### config.mk
export PLATFORM = sky130hd
export DESIGN_NAME = lin_slave_responder_flat
export DESIGN_NICKNAME = d
export VERILOG_FILES = /design/src/rtl/lin_slave_responder_if.sv /design/src/rtl/lin_slave_responder.sv /design/src/flat_wrapper.sv
export SDC_FILE = /design/constraint.sdc
export NUM_CORES = 1
export LEC_CHECK = 0
export ABC_AREA = 0
export BUFFER_PORTS_ARGS = -buffer_cell sky130_fd_sc_hd__buf_2
export CORE_ASPECT_RATIO = 0.9
export CORE_MARGIN = 4
export CORE_UTILIZATION = 63
export DETAILED_ROUTE_END_ITERATION = 10
export PLACE_DENSITY = 0.92
export RECOVER_POWER = 25
export SETUP_SLACK_MARGIN = 0.05
export SLEW_MARGIN = 20
export SYNTH_ARGS = -nofsm -noshare
export SYNTH_HDL_FRONTEND = slang
export SYNTH_SLANG_ARGS = --single-unit
### constraint.sdc
create_clock -name clk -period 7.9 [get_ports clk]
set_input_delay 0.395 -clock clk [delete_from_list [all_inputs] [get_ports clk]]
set_output_delay 0.395 -clock clk [all_outputs]
set_load 0.005 [all_outputs]
### src/rtl/lin_slave_responder_if.sv
// Symbol, response and buffer-write signals between a LIN slave responder and its surroundings.
// The slave modport is the responder's view; master is the view of whatever drives it.
interface lin_slave_responder_if;
  logic [9:0] rx_frame;
  logic       rx_valid;
  logic [9:0] tx_frame;
  logic       tx_valid;
  logic       tx_ready;
  logic       buf_wr_en;
  logic [2:0] buf_wr_addr;
  logic [7:0] buf_wr_data;
  logic       resp_active;
  logic [5:0] rx_pid;
  logic       frame_done;
  logic       parity_err;
  logic       sync_err;
  logic       framing_err;

  modport slave (
    input  rx_frame, rx_valid, tx_ready, buf_wr_en, buf_wr_addr, buf_wr_data,
    output tx_frame, tx_valid, resp_active, rx_pid, frame_done, parity_err,
           sync_err, framing_err
  );

  modport master (
    output rx_frame, rx_valid, tx_ready, buf_wr_en, buf_wr_addr, buf_wr_data,
    input  tx_frame, tx_valid, resp_active, rx_pid, frame_done, parity_err,
           sync_err, framing_err
  );
endinterface

### src/rtl/lin_slave_responder.sv
// LIN slave: checks break/sync/PID header and answers its own ID with buffered data plus checksum.
// Symbols are 10-bit frames {stop, data[7:0], start}.
module lin_slave_responder #(
  parameter logic [5:0] RESP_ID        = 6'h10,
  parameter int         DATA_LEN       = 2,
  parameter bit         ENHANCED_CKSUM = 1'b1
) (
  input  logic                 clk,
  input  logic                 reset,
  lin_slave_responder_if.slave bus
);

  typedef enum logic [2:0] {IDLE, WAIT_SYNC, WAIT_PID, TX_DATA, TX_CKSUM} state_t;

  localparam logic [9:0] SYM_BREAK = 10'h000;
  localparam logic [9:0] SYM_SYNC  = 10'h2AA;
  localparam logic [2:0] LAST_IDX  = 3'(DATA_LEN - 1);

  state_t     r_state, w_state_next;
  logic [2:0] r_idx, w_idx_next;
  logic [7:0] r_acc, w_acc_next;
  logic [5:0] r_rx_pid, w_rx_pid_next;
  logic       r_frame_done, w_frame_done_next;
  logic       r_parity_err, w_parity_err_next;
  logic       r_sync_err, w_sync_err_next;
  logic       r_framing_err, w_framing_err_next;
  logic [7:0] r_buf [8];

  logic       w_break;
  logic       w_well_formed;
  logic       w_parity_ok;
  logic       w_resp_active;
  logic       w_tx_hs;
  logic [5:0] w_id;
  logic [7:0] w_tx_byte;
  logic [8:0] w_sum9;
  logic [7:0] w_acc_add;

  assign w_break       = bus.rx_valid && (bus.rx_frame == SYM_BREAK);
  assign w_well_formed = !bus.rx_frame[0] && bus.rx_frame[9];
  assign w_id          = bus.rx_frame[6:1];
  assign w_parity_ok   = (bus.rx_frame[7] == (w_id[0] ^ w_id[1] ^ w_id[2] ^ w_id[4])) &&
                         (bus.rx_frame[8] == ~(w_id[1] ^ w_id[3] ^ w_id[4] ^ w_id[5]));
  assign w_resp_active = (r_state == TX_DATA) || (r_state == TX_CKSUM);
  assign w_tx_hs       = w_resp_active && bus.tx_ready;
  assign w_tx_byte     = r_buf[r_idx];
  // One's-complement style add: the carry out is folded back into bit 0.
  assign w_sum9        = {1'b0, r_acc} + {1'b0, w_tx_byte};
  assign w_acc_add     = w_sum9[7:0] + {7'd0, w_sum9[8]};

  // Buffer is frozen while a response is being sent so tx_frame cannot change under a stall.
  always_ff @(posedge clk) begin
    if (bus.buf_wr_en && !w_resp_active) begin
      r_buf[bus.buf_wr_addr] <= bus.buf_wr_data;
    end
  end

  always_ff @(posedge clk) begin
    if (!reset) begin
      r_state       <= IDLE;
      r_idx         <= 3'd0;
      r_acc         <= 8'd0;
      r_rx_pid      <= 6'd0;
      r_frame_done  <= 1'b0;
      r_parity_err  <= 1'b0;
      r_sync_err    <= 1'b0;
      r_framing_err <= 1'b0;
    end else begin
      r_state       <= w_state_next;
      r_idx         <= w_idx_next;
      r_acc         <= w_acc_next;
      r_rx_pid      <= w_rx_pid_next;
      r_frame_done  <= w_frame_done_next;
      r_parity_err  <= w_parity_err_next;
      r_sync_err    <= w_sync_err_next;
      r_framing_err <= w_framing_err_next;
    end
  end

  always_comb begin
    w_state_next       = r_state;
    w_idx_next         = r_idx;
    w_acc_next         = r_acc;
    w_rx_pid_next      = r_rx_pid;
    w_frame_done_next  = 1'b0;
    w_parity_err_next  = 1'b0;
    w_sync_err_next    = 1'b0;
    w_framing_err_next = 1'b0;
    // A break restarts header reception from anywhere and wins over a pending handshake.
    if (w_break) begin
      w_state_next = WAIT_SYNC;
    end else begin
      unique case (r_state)
        IDLE: ;
        WAIT_SYNC: begin
          if (bus.rx_valid) begin
            if (!w_well_formed) begin
              w_framing_err_next = 1'b1;
              w_state_next       = IDLE;
            end else if (bus.rx_frame == SYM_SYNC) begin
              w_state_next = WAIT_PID;
            end else begin
              w_sync_err_next = 1'b1;
              w_state_next    = IDLE;
            end
          end
        end
        WAIT_PID: begin
          if (bus.rx_valid) begin
            w_state_next = IDLE;
            if (!w_well_formed) begin
              w_framing_err_next = 1'b1;
            end else if (!w_parity_ok) begin
              w_parity_err_next = 1'b1;
            end else begin
              w_rx_pid_next = w_id;
              if (w_id == RESP_ID) begin
                w_state_next = TX_DATA;
                w_idx_next   = 3'd0;
                w_acc_next   = ENHANCED_CKSUM ? bus.rx_frame[8:1] : 8'd0;
              end
            end
          end
        end
        TX_DATA: begin
          if (w_tx_hs) begin
            w_acc_next = w_acc_add;
            if (r_idx == LAST_IDX) begin
              w_state_next = TX_CKSUM;
            end else begin
              w_idx_next = r_idx + 3'd1;
            end
          end
        end
        TX_CKSUM: begin
          if (w_tx_hs) begin
            w_frame_done_next = 1'b1;
            w_state_next      = IDLE;
          end
        end
        default: w_state_next = IDLE;
      endcase
    end
  end

  always_comb begin
    bus.tx_frame = 10'h000;
    if (r_state == TX_DATA) begin
      bus.tx_frame = {1'b1, w_tx_byte, 1'b0};
    end else if (r_state == TX_CKSUM) begin
      bus.tx_frame = {1'b1, ~r_acc, 1'b0};
    end
  end

  assign bus.tx_valid    = w_resp_active;
  assign bus.resp_active = w_resp_active;
  assign bus.rx_pid      = r_rx_pid;
  assign bus.frame_done  = r_frame_done;
  assign bus.parity_err  = r_parity_err;
  assign bus.sync_err    = r_sync_err;
  assign bus.framing_err = r_framing_err;

endmodule

### src/flat_wrapper.sv
// flat-port wrapper written by rule: the top's interface ports become plain ports
module lin_slave_responder_flat 
#(
  parameter logic [5:0] RESP_ID        = 6'h10,
  parameter int         DATA_LEN       = 2,
  parameter bit         ENHANCED_CKSUM = 1'b1
)
  (clk, reset, bus_rx_frame, bus_rx_valid, bus_tx_ready, bus_buf_wr_en, bus_buf_wr_addr, bus_buf_wr_data, bus_tx_frame, bus_tx_valid, bus_resp_active, bus_rx_pid, bus_frame_done, bus_parity_err, bus_sync_err, bus_framing_err);
  lin_slave_responder_if bus_i ();
  input  logic clk;
  input  logic reset;
  input wire logic [$bits(bus_i.rx_frame)-1:0] bus_rx_frame;
  input wire logic [$bits(bus_i.rx_valid)-1:0] bus_rx_valid;
  input wire logic [$bits(bus_i.tx_ready)-1:0] bus_tx_ready;
  input wire logic [$bits(bus_i.buf_wr_en)-1:0] bus_buf_wr_en;
  input wire logic [$bits(bus_i.buf_wr_addr)-1:0] bus_buf_wr_addr;
  input wire logic [$bits(bus_i.buf_wr_data)-1:0] bus_buf_wr_data;
  output wire logic [$bits(bus_i.tx_frame)-1:0] bus_tx_frame;
  output wire logic [$bits(bus_i.tx_valid)-1:0] bus_tx_valid;
  output wire logic [$bits(bus_i.resp_active)-1:0] bus_resp_active;
  output wire logic [$bits(bus_i.rx_pid)-1:0] bus_rx_pid;
  output wire logic [$bits(bus_i.frame_done)-1:0] bus_frame_done;
  output wire logic [$bits(bus_i.parity_err)-1:0] bus_parity_err;
  output wire logic [$bits(bus_i.sync_err)-1:0] bus_sync_err;
  output wire logic [$bits(bus_i.framing_err)-1:0] bus_framing_err;
  assign bus_i.rx_frame = bus_rx_frame;
  assign bus_i.rx_valid = bus_rx_valid;
  assign bus_i.tx_ready = bus_tx_ready;
  assign bus_i.buf_wr_en = bus_buf_wr_en;
  assign bus_i.buf_wr_addr = bus_buf_wr_addr;
  assign bus_i.buf_wr_data = bus_buf_wr_data;
  assign bus_tx_frame = bus_i.tx_frame;
  assign bus_tx_valid = bus_i.tx_valid;
  assign bus_resp_active = bus_i.resp_active;
  assign bus_rx_pid = bus_i.rx_pid;
  assign bus_frame_done = bus_i.frame_done;
  assign bus_parity_err = bus_i.parity_err;
  assign bus_sync_err = bus_i.sync_err;
  assign bus_framing_err = bus_i.framing_err;
  lin_slave_responder #(.RESP_ID(RESP_ID), .DATA_LEN(DATA_LEN), .ENHANCED_CKSUM(ENHANCED_CKSUM)) u_core (.clk(clk), .reset(reset), .bus(bus_i));
endmodule
== Word-level counts from Yosys, hierarchy flattened ==
Memory sizes are Yosys's and may differ from the RTL's. A register that Yosys moved wholly into a read port is not among the register bits.
Cells that the tools add are included.
Word-level totals
  bits in writable memories: 64
  output and inout bits: 22
  bits of input ports: 26
  memories: 1
  register bits after elaboration: 24
Memory list
  u_core.r_buf: words 8, width 8, read ports 1, clocked after memory_dff 1, wr ports 1, line lin_slave_responder.sv:27  | logic [7:0] r_buf [8];
Cells by class
  equality and inequality tests: 24
  reductions and logical operators: 22
  add/sub/neg operators: 3
  mux-type cells: 35
  bitwise gates (word level): 17
Operators by type and width (count)
  $mux W3: 16
  $mux W8: 5
  $mux W10: 2
  $pmux W8 S2: 1
  $pmux W3 S5: 1
  $ne A2 B1 Y1 const B: 6
  $reduce_and A6 Y1: 2
  $eq A10 B10 Y1 const B: 1
  $logic_not A10 Y1: 1
  $not A1 Y1: 10
  $reduce_or A5 Y1: 2
  $add A8 B8 Y9: 1
  $ne A3 B2 Y1 const B: 3
  $add A8 B1 Y8: 1
  $ne A2 B2 Y1 const B: 4
  $not A8 Y8: 1
  $reduce_and A8 Y1: 1
  $mux W1: 7
  $reduce_and A7 Y1: 1
  $eq A3 B1 Y1 const B: 2
  $eq A3 B2 Y1 const B: 2
  $eq A6 B5 Y1 const B: 1
  $ne A3 B1 Y1 const B: 2
  $pmux W3 S2: 1
  other kinds (14): 27

== Depth between registers and ports, before layout ==
  depth after elaboration: 12
  mapped depth: 16

== Least setup slack after synthesis ==
OpenSTA, ideal clock, no wires.
  path type: register to register
  from: reg with a tool-made name
  to: reg u_core.r_acc[5]
  cell stages (with the launch flop): 17
  slack: 3.646 ns
  buffers on the path: 2
  arrival time: 4.132 ns
  required time: 7.778 ns
  clock period less this slack: 4.254 ns
  cell sequence: dfxtp_1 > clkbuf_1 > buf_2 > mux4_2 > mux2_2 > ha_1 > fa_1 > a211oi_4 > o21ai_0 > a21oi_1 > o21bai_1 > ha_1 > nand3_1 > nor4b_1 > o31ai_1 > a31oi_1 > nand3b_1
RTL lines
  to (signal assigned): line lin_slave_responder.sv:71  | r_acc <= w_acc_next;
  to (decl): line lin_slave_responder.sv:21  | logic [7:0] r_acc, w_acc_next;

==> out/summary.txt <==
run status: finished clean
post-synthesis compound-gate area fraction: 9.31%
Ys Warns: 0
CP max stage delay: 0.71 ns
Setup Buffers After CTS: 0
Worst setup SP type: flop
CTS sink cnt: 91
top_reg_cell synth: edfxtp_1
proportion of layout cells with a drive suffix above 1: 23.2%
depth of the most critical reg-to-reg path: 13
WL per Instance: 20.3 um
Setup CP Type: reg -> reg
Final Cell Area: 0.00492 sq mm
Num CTS Buffers: 9
CP Cell Sequence: mux4_2, mux2_2, ha_1, o21ai_0, o21ai_0, a21oi_1, o21bai_1, ha_1, nand3_1, or3_1, or4_1, a21oi_1, o21a_1
Layout area overhead: 10.6%
asr flop ratio synth: 0%
first-pass GRT wire length: 16400 um
worst-skew pair later-pin latency: 0.36 ns
TNS Setup: 0 ns
Post-CTS Hold Fix Bufs: 0
Post-Synthesis Cells: 359
Setup crit end kind: flop
largest family of logic cells by synthesized area: simple AND/OR/NAND/NOR gates
commonest cells after routing, fill and taps aside: edfxtp_1 (64), buf_2 (39), nor2_1 (31)
CTS Buffer Depth: 2
H-tree depth: 3
CTS clk-pin slew, worst paths: 0.10 ns
pwr/cell area: 181 mW/mm^2
Worst EP required: 8.21 ns
largest net degree at the start of global routing: 20
syn_area_per_cell: 12.4 sq um
post-synthesis simple-gate area fraction: 13.5%
commonest non-fill, non-tap cell in the layout: edfxtp_1
CP max stage cell: dfxtp_2
Yosys top cell area share: 43.2%
Rel. slew slack: 40.8%
EDFF count, synth: 64
I/O Pins: 48
Vias/cell: 6.41
grt ovf: 0
post-synth top area cell: edfxtp_1
Die ar.: 0.00847 sq mm
initial antenna violation count: 0
Syn Nets: 399
GRT Total Usage: 26.0%
Max VDD drop: 0.220 mV
hold depth: 3
Filler Cell Count: 451
Slew Viols, Final: 0
PostCTS Resize Cnt: 0
critical path arrival: 4.94 ns
worst-margin pin slew: 0.885 ns
leak pwr: 1.71 nW
placed wire-length estimate: 6910 um
placed instance area: 0.00471 sq mm
Rows: 28
adder-cell share of the synthesized area: 4.11%
Initial DRC Count: 461
vias in the first global route: 3126
Tmin final: 4.63 ns
total power: 0.893 mW
die width: 96.6 um
unrepaired setup endpoints after global routing: no
achievable frequency: 216 MHz
CTS tree: built
Setup Skew: 0.0122 ns
Max-Cap Viols: 0
vias: 3175
part of the Yosys area used for sequential elements: 55.4%
Pre-antenna DRT Iters: 6
n_diodes: 0
number of nets with antenna violations after routing: 0
final wirelength: 10100 um
mapped cell area: 0.00445 sq mm
Seq cells post-synth: 91
mux contribution to synthesized area: 11.9%
Hold Fails Final Rpt: 0
crit share post-route: 58.7%
CP max FO: 16
Starting Density: 66.1%
IO buf count: 46
Final GP Congestion: 0.948
clock root cell: clkbuf_8
area of the core: 0.00673 sq mm
hold slack final: 0.302 ns
hold crit path type: in -> reg
Synth cell types: 59
XOR/XNOR Fraction of Synth Area: 2.56%
Sequential Area: 0.00246 sq mm
drt drc: 0
Layout Nets: 440
Synth area leaders: edfxtp_1 (43%), dfxtp_1 (12%), mux4_2 (8.1%)
Setup-failing EPs final: 0
area occupied by multi-input gates: 0.00185 sq mm
die height: 87.7 um
==> through the flow <==
step	utilization [%]	setup slack (ns)	instances
6_report	73.2	3.27	495
5_1_grt	73.2	2.93	495
4_1_cts	73.3	2.94	495
3_5_place_dp	70.1	3.15	479
3_3_place_gp	70.1	3.40	479
2_1_floorplan	-	3.65	359
==> worst max-delay path: cells and delay by family (launching register included) <==
kind / cells / cell delay (ns)
multiplexers: 2 / 0.87
AO/OA/AOI/OAI: 6 / 1.29
adder cells (fa/ha/maj): 2 / 0.67
flip-flops: 1 / 0.71
AND/OR/NAND/NOR: 3 / 1.05
==> cell type report <==
cell class / count / share of cell area (%)
flip-flops and latches: 91 / 50.1
multi-input cells: 238 / 37.5
repair buffers: 48 / 4.81
clock buffers: 9 / 2.52
well taps: 90 / 2.29
clock inverters: 7 / 1.88
inverters: 12 / 0.941
==> synthesized netlist by cell type, types with 9 or more instances <==
cell type and instances:
mux4_2 16, a21oi_1 12, dfxtp_1 27, inv_1 10
nand2_1 27, nor2_1 31, edfxtp_1 64, o21ai_1 13
clkbuf_1 9, xnor2_1 10, ha_1 13, nor3_1 10
==> path summary, 6_finish.rpt <==
kind / to / slack, ns / start
worst max-delay path: u_core.r_acc[6] / 3.27 / flop
worst min-delay path: u_core.bus.parity_err / 0.30 / bus_rx_valid
worst max register to register: u_core.r_acc[6] / 3.27 / flop
worst min register to register: u_core.bus.rx_pid[0] / 0.50 / u_core.bus.rx_pid[0]
==> logic make-up (layout without fill, tap and decap cells) <==
group,count (synthesis),in the layout
and+or+nand+nor,117,117
DFF,91,91
AOI/OAI and AO/OA,61,61
muxes,32,32
buffers and inverters,30,76
adders and majority gates,14,14
xor gates and xnor gates,13,13
other,1,1
==> sequential cells by signal, indices dropped and copies added (netlist names), named ones only <==
register,count
u_core.bus.frame_done,1
u_core.bus.framing_err,1
u_core.bus.parity_err,1
u_core.bus.rx_pid,6
u_core.bus.sync_err,1
u_core.r_acc,8
u_core.r_buf,64
u_core.r_idx,3
u_core.r_state,3
==> power breakdown <==
group / switching [mW] / total (mW) / internal, mW
logic: 0.0264 / 0.0399 / 0.0135
registers: 0.00154 / 0.518 / 0.516
clock network: 0.180 / 0.335 / 0.155
==> layer usage <==
layer	vias up	GRT usage, %	wire, um
met4	0	8.28	306
met1	1541	35.8	4070
met2	161	41.6	4890
met3	32	5.84	803
li1	1441	-	-
met5	-	0	0
No activity file was read; power rests on OpenSTA's default activity.
